[src/rtl/puf_pkg.sv]
// Shared definitions for the RO-PUF challenge sequencer.
//   state_t : sequencer FSM states
//   CHAL_W  : challenge (oscillator mux select) width
//   RESP_W  : response bits packed per output byte
package puf_pkg;

    localparam int CHAL_W = 5;
    localparam int RESP_W = 8;

    typedef enum logic [2:0] {
        ST_IDLE,
        ST_CLEAR,
        ST_RUN,
        ST_SETTLE,
        ST_CMP,
        ST_EMIT
    } state_t;

endpackage

[src/rtl/puf_window_timer.sv]
// Loadable down-counter used to time both the oscillator window and the settle gap.
//   clk      : system clock
//   rst_n    : asynchronous active-low reset
//   load     : load load_val this cycle (takes priority over counting)
//   load_val : remaining cycles minus one for the phase being entered
//   done     : counter has reached zero (last cycle of the timed phase)
module puf_window_timer #(
    parameter int W = 11
) (
    input  logic         clk,
    input  logic         rst_n,
    input  logic         load,
    input  logic [W-1:0] load_val,
    output logic         done
);

    logic [W-1:0] cnt;

    always_ff @(posedge clk or negedge rst_n) begin
        if (!rst_n) begin
            cnt <= '0;
        end else if (load) begin
            cnt <= load_val;
        end else if (cnt != '0) begin
            cnt <= cnt - 1'b1;
        end
    end

    assign done = (cnt == '0);

endmodule

[src/rtl/puf_challenge_sequencer.sv]
// Initiator side of the RO-PUF challenge/response interface. Steps through a run of
// challenges, gates both oscillator banks for a fixed window, compares the bank counts
// after a settle gap and packs one response bit per challenge into bytes that are
// streamed out over a valid/ready handshake.
//   clk, rst_n        : system clock, asynchronous active-low reset
//   start, chal_base  : run request (honoured in IDLE only) and first challenge
//   count_a, count_b  : bank counters, read only while the oscillators are stopped
//   osc_en, cnt_clr   : oscillator enable and counter clear to both banks
//   challenge         : mux select to both banks
//   resp_byte/valid   : packed response (first bit in bit 0) and its valid flag
//   resp_ready        : consumer accept
//   busy, tie_seen    : not IDLE; sticky equal-count flag for the current/last run
//
// state     | meaning
// ----------+-------------------------------------------------------------
// ST_IDLE   | waiting for start, counters held clear
// ST_CLEAR  | one-cycle counter clear with the new challenge applied
// ST_RUN    | oscillators enabled for WINDOW_CYCLES
// ST_SETTLE | oscillators stopped, letting the count buses go quiet
// ST_CMP    | compare counts, store the bit, advance the challenge
// ST_EMIT   | present the finished byte, wait for the consumer
module puf_challenge_sequencer
    import puf_pkg::*;
#(
    parameter int CNT_W         = 16,
    parameter int WINDOW_CYCLES = 1024,
    parameter int SETTLE_CYCLES = 4,
    parameter int NUM_BYTES     = 4
) (
    input  logic              clk,
    input  logic              rst_n,
    input  logic              start,
    input  logic [CHAL_W-1:0] chal_base,
    input  logic [CNT_W-1:0]  count_a,
    input  logic [CNT_W-1:0]  count_b,
    output logic              osc_en,
    output logic              cnt_clr,
    output logic [CHAL_W-1:0] challenge,
    output logic [RESP_W-1:0] resp_byte,
    output logic              resp_valid,
    input  logic              resp_ready,
    output logic              busy,
    output logic              tie_seen
);

    localparam int TMR_MAX = (WINDOW_CYCLES > SETTLE_CYCLES) ? WINDOW_CYCLES : SETTLE_CYCLES;
    localparam int TMR_W   = $clog2(TMR_MAX + 1);
    localparam int BIT_W   = $clog2(RESP_W);
    localparam int BYTE_W  = (NUM_BYTES > 1) ? $clog2(NUM_BYTES) : 1;

    // Timer is loaded with length-1 so the phase ends on the cycle done is seen.
    localparam logic [TMR_W-1:0]  RUN_LOAD    = TMR_W'(WINDOW_CYCLES - 1);
    localparam logic [TMR_W-1:0]  SETTLE_LOAD = TMR_W'(SETTLE_CYCLES - 1);
    localparam logic [BIT_W-1:0]  LAST_BIT    = BIT_W'(RESP_W - 1);
    localparam logic [BYTE_W-1:0] LAST_BYTE   = BYTE_W'(NUM_BYTES - 1);

    state_t             state, state_nxt;
    logic [BIT_W-1:0]   bit_idx;
    logic [BYTE_W-1:0]  byte_idx;
    logic [RESP_W-1:0]  shreg, shreg_nxt;
    logic               resp_bit, tie_now;
    logic               tmr_load, tmr_done;
    logic [TMR_W-1:0]   tmr_val;

    puf_window_timer #(.W(TMR_W)) u_timer (
        .clk      (clk),
        .rst_n    (rst_n),
        .load     (tmr_load),
        .load_val (tmr_val),
        .done     (tmr_done)
    );

    assign resp_bit = (count_a > count_b);
    assign tie_now  = (count_a == count_b);

    always_comb begin
        shreg_nxt          = shreg;
        shreg_nxt[bit_idx] = resp_bit;
    end

    always_ff @(posedge clk or negedge rst_n) begin
        if (!rst_n) begin
            state <= ST_IDLE;
        end else begin
            state <= state_nxt;
        end
    end

    // Outputs decode straight from the state register so an async reset drops
    // osc_en and resp_valid without waiting for a clock.
    always_comb begin
        state_nxt  = state;
        tmr_load   = 1'b0;
        tmr_val    = '0;
        osc_en     = 1'b0;
        cnt_clr    = 1'b0;
        resp_valid = 1'b0;
        busy       = 1'b1;
        case (state)
            ST_IDLE: begin
                busy    = 1'b0;
                cnt_clr = 1'b1;
                if (start) state_nxt = ST_CLEAR;
            end
            ST_CLEAR: begin
                cnt_clr   = 1'b1;
                tmr_load  = 1'b1;
                tmr_val   = RUN_LOAD;
                state_nxt = ST_RUN;
            end
            ST_RUN: begin
                osc_en = 1'b1;
                if (tmr_done) begin
                    tmr_load  = 1'b1;
                    tmr_val   = SETTLE_LOAD;
                    state_nxt = ST_SETTLE;
                end
            end
            ST_SETTLE: begin
                if (tmr_done) state_nxt = ST_CMP;
            end
            ST_CMP: begin
                state_nxt = (bit_idx == LAST_BIT) ? ST_EMIT : ST_CLEAR;
            end
            ST_EMIT: begin
                cnt_clr    = 1'b1;
                resp_valid = 1'b1;
                if (resp_ready) state_nxt = (byte_idx == LAST_BYTE) ? ST_IDLE : ST_CLEAR;
            end
            default: state_nxt = ST_IDLE;
        endcase
    end

    always_ff @(posedge clk or negedge rst_n) begin
        if (!rst_n) begin
            challenge <= '0;
            resp_byte <= '0;
            tie_seen  <= 1'b0;
            bit_idx   <= '0;
            byte_idx  <= '0;
            shreg     <= '0;
        end else begin
            case (state)
                ST_IDLE: begin
                    if (start) begin
                        challenge <= chal_base;
                        tie_seen  <= 1'b0;
                        bit_idx   <= '0;
                        byte_idx  <= '0;
                    end
                end
                ST_CMP: begin
                    shreg     <= shreg_nxt;
                    challenge <= challenge + 1'b1;
                    if (tie_now) tie_seen <= 1'b1;
                    if (bit_idx == LAST_BIT) begin
                        bit_idx   <= '0;
                        resp_byte <= shreg_nxt;
                    end else begin
                        bit_idx <= bit_idx + 1'b1;
                    end
                end
                ST_EMIT: begin
                    if (resp_ready) byte_idx <= byte_idx + 1'b1;
                end
                default: ;
            endcase
        end
    end

endmodule

[config.mk]
export PLATFORM = sky130hd
export DESIGN_NAME = puf_challenge_sequencer
export DESIGN_NICKNAME = d
export VERILOG_FILES = /design/src/rtl/puf_pkg.sv /design/src/rtl/puf_window_timer.sv /design/src/rtl/puf_challenge_sequencer.sv
export SDC_FILE = /design/constraint.sdc
export NUM_CORES = 1
export LEC_CHECK = 0
export CAP_MARGIN = 40
export CORE_UTILIZATION = 45
export DETAILED_ROUTE_END_ITERATION = 6
export GPL_TIMING_DRIVEN = 0
export PLACE_DENSITY = 0.81
export RECOVER_POWER = 100
export SLEW_MARGIN = 25
export SYNTH_ARGS = -nofsm -noshare
export SYNTH_HDL_FRONTEND = slang
export SYNTH_HIERARCHICAL = 1
export SYNTH_SLANG_ARGS = --single-unit
[constraint.sdc]
create_clock -name clk -period 4.1 [get_ports clk]
set_input_delay 0.82 -clock clk [delete_from_list [all_inputs] [get_ports clk]]
set_output_delay 0.82 -clock clk [all_outputs]
set_load 0.02 [all_outputs]
==> metrics.cfg <==
[run_status]
status = completed

[worst_setup_path]
reg2reg_depth = 8
worstPathArrival_ns = 3.41
worstPathRequired_ns = 4.24
crit_type = in -> reg
worst_r2r_endpoint = u_timer/cnt[7]$_DFFE_PN0P_
worstSetupStartpointType = input port
cp_max_fo = 10
end_kind = flop
rrSetupSlack_ns = 1.09
rr_startpoint = u_timer/cnt[3]$_DFFE_PN0P_

[synthesis]
netlist-cell-type-count = 49
synth.avg_cell_area_sq_um = 8.91
synth_top_area_frac = 0.383
ys.flop_type = dfrtp_1
async_flop_share = 1.00
synth_top_area_cell = dfrtp_1
ys_top_cells_by_area = dfrtp_1 (38%), ha_1 (9.8%), nand2_1 (5.0%)
synth_edf_count = 0
syn_area_sq_um = 2680
ys_seq_elements = 41
synthCells = 301
yosys_warnings = 6
ys_seq_area_frac = 0.383
syn-num-nets = 363

[power]
power_mw = 1.62
vdd_drop_max_v = 0.000309
p_leak_nw = 1.51
power.density_nw_per_um2 = 471

[timing]
maxSlewViolCount = 0
setup_viol = 0
finalHoldViolations = 0
whs_ns = 0.476
relSlewSlack = 0.0257
fin_crit_sh = 0.797
tns_ns = 0
max_freq_mhz = 306
period_needed_ns = 3.27
worst_pin_slew_ns = 1.46
rsz0062_at_grt = no
fin_skew_ns = 0.00619

[die]
die_area_sq_um = 6270
rows = 27
die_x_um = 79.2
pin_count = 59
fp.coreArea_sq_um = 5610
dieHeight_um = 79.2
start_util = 0.478

[cells_and_area]
fin_area_sq_um = 3440
num-nets-final = 430
drive_above_1_share = 0.0623
instances_no_fill = 441
diodes = 0
area_growth_pct = 28.3

[detailed_routing]
ant_nets = 0
first_pass_iters = 4
vias = 2362
routedWlPerCell_um = 12.1
vias_per_cell = 5.36
first_iter_violations = 121
drt_wl_total_um = 5340
drc = 0

[cts]
cts_setup_buffers = 0
cts.path.max_buffers = 2
clk_pin_slew_worst_paths_ns = 0.07
ctsHtreeMaxLevel = 2
cts_sinks = 41
cts_root_buf = clkbuf_8
numCtsBuffers = 5
cts_resized = 0
insertion_delay_ns = 0.28
cts_hold_buf = 0
tritoncts = built

[grt]
grt_max_degree = 28
grt_pass1_wl_um = 9510
grt_pass1_vias = 2189
antenna_found_initial = 0
grt_usage = 0.189
overflow = 0

[placement]
portBuffers = 58
gp_congestion = 0.803
dp_cells = 433
hpwlAfterDp_um = 4180
dpl_cell_area_sq_um = 3370

[worst_hold_path]
hp-class = reg -> reg
whs_path_depth = 2
hold_start = tie_seen$_DFFE_PN0P_
min_to = tie_seen$_DFFE_PN0P_

[flow_run]
cap_viol_max_count = 0

-- synthesized netlist by cell type (4+ instances only) --
| cell | instances |
|---|---|
| dfrtp_1 | 41 |
| nand2_1 | 36 |
| inv_1 | 30 |
| ha_1 | 21 |
| a21oi_1 | 19 |
| nor2_1 | 16 |
| o21ai_0 | 16 |
| nand3_1 | 10 |
| o31ai_1 | 9 |
| nor3_1 | 7 |
| xnor2_1 | 7 |
| and3_1 | 6 |
| buf_2 | 5 |
| clkbuf_1 | 5 |
| mux2i_1 | 5 |
| nand2b_1 | 5 |
| buf_6 | 4 |
| nand4_1 | 4 |
-- power by group --
part | total, mW | internal (mW) | leakage (nW) | switching (mW)
combinational | 0.662 | 0.304 | 0.994 | 0.359
sequential | 0.626 | 0.520 | 0.459 | 0.106
clock | 0.333 | 0.199 | 0.0585 | 0.134
-- worst max-delay path, cell delays in order --
cell and delay [ns]:
dlygate4sd3_1 0.52, inv_1 0.04, ha_1 0.30, nand4_1 0.16
o221ai_1 0.12, o21a_1 0.17, o21ai_0 0.64, clkbuf_1 0.45
o21ai_0 0.17
-- metrics by stage --
| step | util | setup slack [ns] |
|---|---|---|
| final | 0.613 | 0.832 |
| after global routing | 0.613 | 0.583 |
| after CTS | 0.622 | 1.09 |
| after detailed placement | 0.601 | 1.10 |
| after floorplan | - | 1.55 |
| after global placement | 0.598 | 1.16 |
-- cells in the final DEF (no fill, tap or decap), drive strengths merged, types with 8 or more instances in the layout --
cell	n
o21ai	20
dfrtp	41
nand3	10
inv	30
clkbuf	16
clkdlybuf4s50	38
buf	8
nor2	16
nand2	37
nor3	10
dlygate4sd3	19
ha	21
a21oi	19
o31ai	11
-- kinds of logic (layout without fill, tap and decap cells) --
family / after synthesis / after routing / share of synthesized area
DFF: 41 / 41 / 0.383
AOI/OAI and AO/OA: 75 / 75 / 0.184
and+or+nand+nor: 104 / 104 / 0.205
other: 1 / 1 / 0.00140
buffers and inverters: 44 / 112 / 0.0751
xor gates and xnor gates: 8 / 8 / 0.0261
adders and majority gates: 21 / 21 / 0.0980
muxes: 7 / 7 / 0.0271
-- routing by layer --
metal,global-route usage,share of wire,routed length [um]
met1,0.244,0.47,2500
met2,0.316,0.47,2500
met3,0.0402,0.053,283
met4,0.0545,0.0097,52
met5,0,0,0
-- flip-flops by register name, indices dropped and copies added, names as in the netlist --
name / count
tie_seen: 1
state: 3
challenge: 5
resp_byte: 8
shreg: 8
bit_idx: 3
byte_idx: 2
u_timer/cnt: 11
-- how the worst max path moves through the flow --
stage,cells past startpoint,from,slack [ns],to
2_1_floorplan,8,u_timer/cnt[3]$_DFFE_PN0P_,1.55,u_timer/cnt[10]$_DFFE_PN0P_
5_1_grt,9,count_b[7],0.58,resp_byte[1]$_DFFE_PN0P_
3_5_place_dp,8,u_timer/cnt[4]$_DFFE_PN0P_,1.10,u_timer/cnt[7]$_DFFE_PN0P_
6_report,9,count_b[7],0.83,resp_byte[1]$_DFFE_PN0P_
3_3_place_gp,1,rst_n,1.16,challenge[1]$_DFFE_PN0P_
4_1_cts,8,u_timer/cnt[3]$_DFFE_PN0P_,1.09,u_timer/cnt[7]$_DFFE_PN0P_
-- final cells by class --
cell class                 count  area, sq um
fill                         513         2170
multi-input combinational    216         1430
sequential                    41         1030
timing repair buffer          60          583
inverter                      30          113
tap                           72         90.1
clock buffer                   7         86.3
buffer                        14         80.1
clock inverter                 1         30.0
No activity file was read; power rests on OpenSTA's default activity.
